==> config.mk <==
export PLATFORM = sky130hd
export DESIGN_NAME = mux_nc_arb
export DESIGN_NICKNAME = d
export VERILOG_FILES = /design/src/rtl/mux_nc_arb.sv
export SDC_FILE = /design/constraint.sdc
export NUM_CORES = 1
export LEC_CHECK = 0
export BUFFER_PORTS_ARGS = -buffer_cell sky130_fd_sc_hd__buf_4
export CORE_MARGIN = 2
export CORE_UTILIZATION = 44
export CTS_BUF_LIST = sky130_fd_sc_hd__clkbuf_8
export DETAILED_ROUTE_END_ITERATION = 10
export MAX_ROUTING_LAYER = met4
export PLACE_DENSITY = 0.82
export SLEW_MARGIN = 20
export SYNTH_ARGS = -nofsm -noshare
export SYNTH_HDL_FRONTEND = slang
export SYNTH_SLANG_ARGS = --single-unit
==> constraint.sdc <==
create_clock -name clk -period 2.6 [get_ports clk]
set_input_delay 0.26 -clock clk [delete_from_list [all_inputs] [get_ports clk]]
set_output_delay 0.26 -clock clk [all_outputs]
set_load 0.05 [all_outputs]
==> src/rtl/mux_nc_arb.sv <==
// N-channel registered mux with valid/ready handshakes: fixed select (mode 0)
// or round-robin arbitration (mode 1); one-cycle latency, no drain bubble.

module mux_nc_lane #(
  parameter int W   = 8,
  parameter int SW  = 2,
  parameter int IDX = 0
) (
  input  logic          gnt_vld,
  input  logic [SW-1:0] gnt,
  input  logic          space,
  input  logic [W-1:0]  data,
  output logic          rdy,
  output logic [W-1:0]  data_m
);
  logic hit;

  assign hit    = gnt_vld && (gnt == SW'(IDX));
  assign rdy    = hit && space;
  assign data_m = hit ? data : '0;
endmodule

module mux_nc_arb #(
  parameter int N  = 4,
  parameter int W  = 8,
  parameter int SW = $clog2(N)
) (
  input  logic           clk,
  input  logic           rst_n,
  input  logic           mode,
  input  logic [SW-1:0]  sel,
  input  logic [N-1:0]   in_valid,
  input  logic [N*W-1:0] in_data,
  output logic [N-1:0]   in_ready,
  output logic           out_valid,
  output logic [W-1:0]   out_data,
  output logic [SW-1:0]  out_ch,
  input  logic           out_ready
);
  typedef struct packed {
    logic          vld;
    logic [SW-1:0] ch;
    logic [W-1:0]  data;
  } oreg_t;

  oreg_t                  out_q, out_d;
  logic [SW-1:0]          ptr_q, ptr_d;
  logic                   space;
  logic                   rr_found;
  logic [SW-1:0]          rr_gnt;
  logic [SW:0]            idx;
  logic                   sel_ok;
  logic                   gnt_vld;
  logic [SW-1:0]          gnt;
  logic [N-1:0][W-1:0]    data_m;
  logic [W-1:0]           data_sel;
  logic                   xfer;

  assign space = !out_q.vld || out_ready;

  // Rotating search from ptr; idx stays below 2N so one conditional subtract wraps it.
  always_comb begin
    rr_found = 1'b0;
    rr_gnt   = '0;
    idx      = '0;
    for (int k = 0; k < N; k++) begin
      idx = {1'b0, ptr_q} + (SW+1)'(k);
      if (idx >= (SW+1)'(N)) idx = idx - (SW+1)'(N);
      if (!rr_found && in_valid[idx[SW-1:0]]) begin
        rr_found = 1'b1;
        rr_gnt   = idx[SW-1:0];
      end
    end
  end

  assign sel_ok  = ({1'b0, sel} < (SW+1)'(N));
  assign gnt_vld = mode ? rr_found : sel_ok;
  assign gnt     = mode ? rr_gnt : sel;

  for (genvar i = 0; i < N; i++) begin : g_lane
    mux_nc_lane #(.W(W), .SW(SW), .IDX(i)) u_lane (
      .gnt_vld (gnt_vld),
      .gnt     (gnt),
      .space   (space),
      .data    (in_data[i*W +: W]),
      .rdy     (in_ready[i]),
      .data_m  (data_m[i])
    );
  end

  assign xfer = |(in_valid & in_ready);

  always_comb begin
    data_sel = '0;
    for (int i = 0; i < N; i++) data_sel = data_sel | data_m[i];
  end

  always_comb begin
    out_d = out_q;
    ptr_d = ptr_q;
    if (xfer) begin
      out_d.vld  = 1'b1;
      out_d.ch   = gnt;
      out_d.data = data_sel;
      if (mode) ptr_d = (gnt == SW'(N-1)) ? '0 : gnt + SW'(1);
    end else if (out_q.vld && out_ready) begin
      out_d.vld = 1'b0;
    end
  end

  always_ff @(posedge clk) begin
    if (!rst_n) begin
      out_q <= '0;
      ptr_q <= '0;
    end else begin
      out_q <= out_d;
      ptr_q <= ptr_d;
    end
  end

  assign out_valid = out_q.vld;
  assign out_data  = out_q.data;
  assign out_ch    = out_q.ch;
endmodule

==> metrics.txt <==
run status=complete, no violations; overall global routing resource usage=0.248; CP Launch Type=flop; synthesized area per cell=8.31 um^2; drt drc=0; Worst Max-Slew Pin Slew=485 ps; die span in y=49.8 um; Finished Cell Area=1410 um^2; CTS H-Tree Depth=1; r2r setup slk=240 ps; Synth Net Count=157; CTS tree=yes; # nets final=213; clock sink total=13; Seq cells post-synth=13; critical-path maximum fanout=19; # Post-CTS Setup Buffers=0; placed cell areas=1360 um^2; critical path class=reg -> reg; worst-case clock skew=4.07 ps; setup violators final=0; Pleak=0.651 nW; Die ar.=2480 um^2; min Tclk post-route=2360 ps; layout cell share with drive strength beyond 1=0.434; crit path DAT=2530 ps; Die W=49.8 um; Synth cell types=29; DR iter-0 viols=32; total number of vias=1055; Core Rows=16; met3 Resource Use GR=0.0333; Yosys warning total=0; final hold vios=0; max-slew violations=0; Top Usage Layer GRT=met2; CTS Buffer Depth=2; critical path capture point type=flop; vias in the first global route=1029; Peak supply drop=0.000372 V; Syn-to-layout area delta=52.6%; DRT Wirelength=2740 um; first-pass detailed-route iteration total=4; GR Layer Usage met2=0.402; P per Cell Area=581 nW/um^2; largest net degree at the start of global routing=20; Cells after Synth=111; Routed Antenna Nets=0; wire per inst=14.2 um; CTS Buf Count=3; Core ar.=1960 um^2; Port Buffer Count=56; Hold WC Path Type=in -> reg; Initial Util=0.470; CTS root buf=clkbuf_8; Rel. slew slack=0.676; Seq/Total Area, Yosys=0.282; setup_tns=0 ps; Detail Placement HPWL=2190 um; # diodes=0; drt via density=5.47; Synth Cell Area=922 um^2; max_cap viols=0; GP Congestion=0.808; grt met1 use=0.308; first-pass GRT wire length=4600 um; RSZ-0062 raised after global routing=no; initial antenna violation count=0; # IOs=57; Clock Latency Late Sink=250 ps; Max Clock Freq=425 MHz; period utilisation layout=0.906; Worst-path clk slew=60 ps; Overflow after GRT=0; Required @ worst endpoint=2770 ps; fin util=0.717
[what timing repair did]
item | 4_1_cts | 5_1_grt
setup endpoints to repair | 0 | 3
resized for setup | 0 | 1
hold buffers | 0 | 0
[cells in the final DEF, fill, tap and decap left out]
master	n
buf_4	61
a21oi_1	13
dfxtp_1	13
a22o_1	8
a221oi_1	8
or3_1	8
nand2_1	8
nor2b_1	5
inv_1	5
and2_1	4
ha_1	4
nand2b_1	3
o21ai_0	3
nor2_1	3
clkbuf_8	3
or2_2	2
a21o_1	2
a22oi_2	2
nand3_1	2
a31oi_1	1
nor4b_1	1
nor3_1	1
or3_4	1
a41oi_2	1
nor4_4	1
and3_1	1
a311oi_1	1
o31ai_2	1
[critical path: stages (launching register included)]
cell and delay (ps):
dfxtp_1 410, nand2b_1 130, a31oi_1 80, or3_4 420
inv_1 90, ha_1 190, a22oi_2 70, a21o_1 180
buf_4 190, or3_1 370, a21oi_1 140
[kinds of logic (layout without fill, tap and decap cells)]
family                     count (synthesis)  in the layout  synth area share
DFF                                       13             13             0.282
buffers and inverters                     14             69            0.0800
adders and majority gates                  4              4            0.0543
AOI/OAI and AO/OA                         40             40             0.322
and+or+nand+nor                           40             40             0.262
[Yosys cell counts]
cell       n  share of area
o31ai_2    1          0.014
nor2b_1    5          0.034
o21ai_0    3          0.016
inv_1      4          0.016
buf_2      5          0.027
a21o_1     2          0.016
or3_1      8          0.054
nor4_4     1          0.023
and3_1     1         0.0068
dfxtp_1   13           0.28
nand2b_1   3          0.020
or2_2      2          0.014
a41oi_1    1         0.0095
a221oi_1   8          0.076
or3_4      1          0.012
a22oi_2    2          0.027
nor4b_1    1         0.0095
nor3_1     1         0.0054
and2_1     4          0.027
nand3_1    2          0.011
buf_4      4          0.033
a311oi_1   1         0.0095
nor2_1     3          0.012
clkbuf_1   1         0.0041
ha_1       4          0.054
a22o_1     8          0.076
a31oi_1    1         0.0068
nand2_1    8          0.033
a21oi_1   13          0.071
[worst paths after layout]
| path | from | to | depth (start not counted) |
|---|---|---|---|
| min reg2reg | out_data[0] | out_data[0] | 2 |
| max | ptr_q[1] | out_data[7] | 10 |
| max reg2reg | ptr_q[1] | out_data[7] | 10 |
| min | rst_n | out_ch[1] | 3 |
[power by group]
group | switching [mW] | leakage, nW | internal, mW | total, mW
logic | 0.230 | 0.517 | 0.163 | 0.393
clock network | 0.0799 | 0.0269 | 0.105 | 0.185
registers | 0.0158 | 0.107 | 0.225 | 0.241
total | 0.326 | 0.651 | 0.493 | 0.818
[cell type report]
type / instances / area [um^2]
clock buffers: 3 / 41.3
clock inverters: 1 / 3.75
fillers: 163 / 554
inverters: 4 / 15.0
multi-input cells: 84 / 596
flip-flops and latches: 13 / 260
well taps: 27 / 33.8
repair buffers: 61 / 458
[registers in the layout, summed over array words and instances, names as in the netlist]
register / cells
out_ch: 2
out_valid: 1
out_data: 8
ptr_q: 2
[metrics by stage]
stage / hold slack [ps] / power [mW] / instances / setup WS (ps)
detailed placement: 450 / 0.633 / 189 / 199
global placement: 444 / 0.626 / 189 / 276
floorplan: 369 / 0.501 / 111 / 341
global route: 288 / 0.855 / 193 / 114
CTS: 273 / 0.813 / 193 / 152
finish: 265 / 0.818 / 193 / 244
[layer usage]
metal,part of all wire,wire length [um]
met5,0,0
met4,0.018,48
met1,0.44,1190
met3,0.056,153
met2,0.49,1340
(Power assumes the default switching activity.)
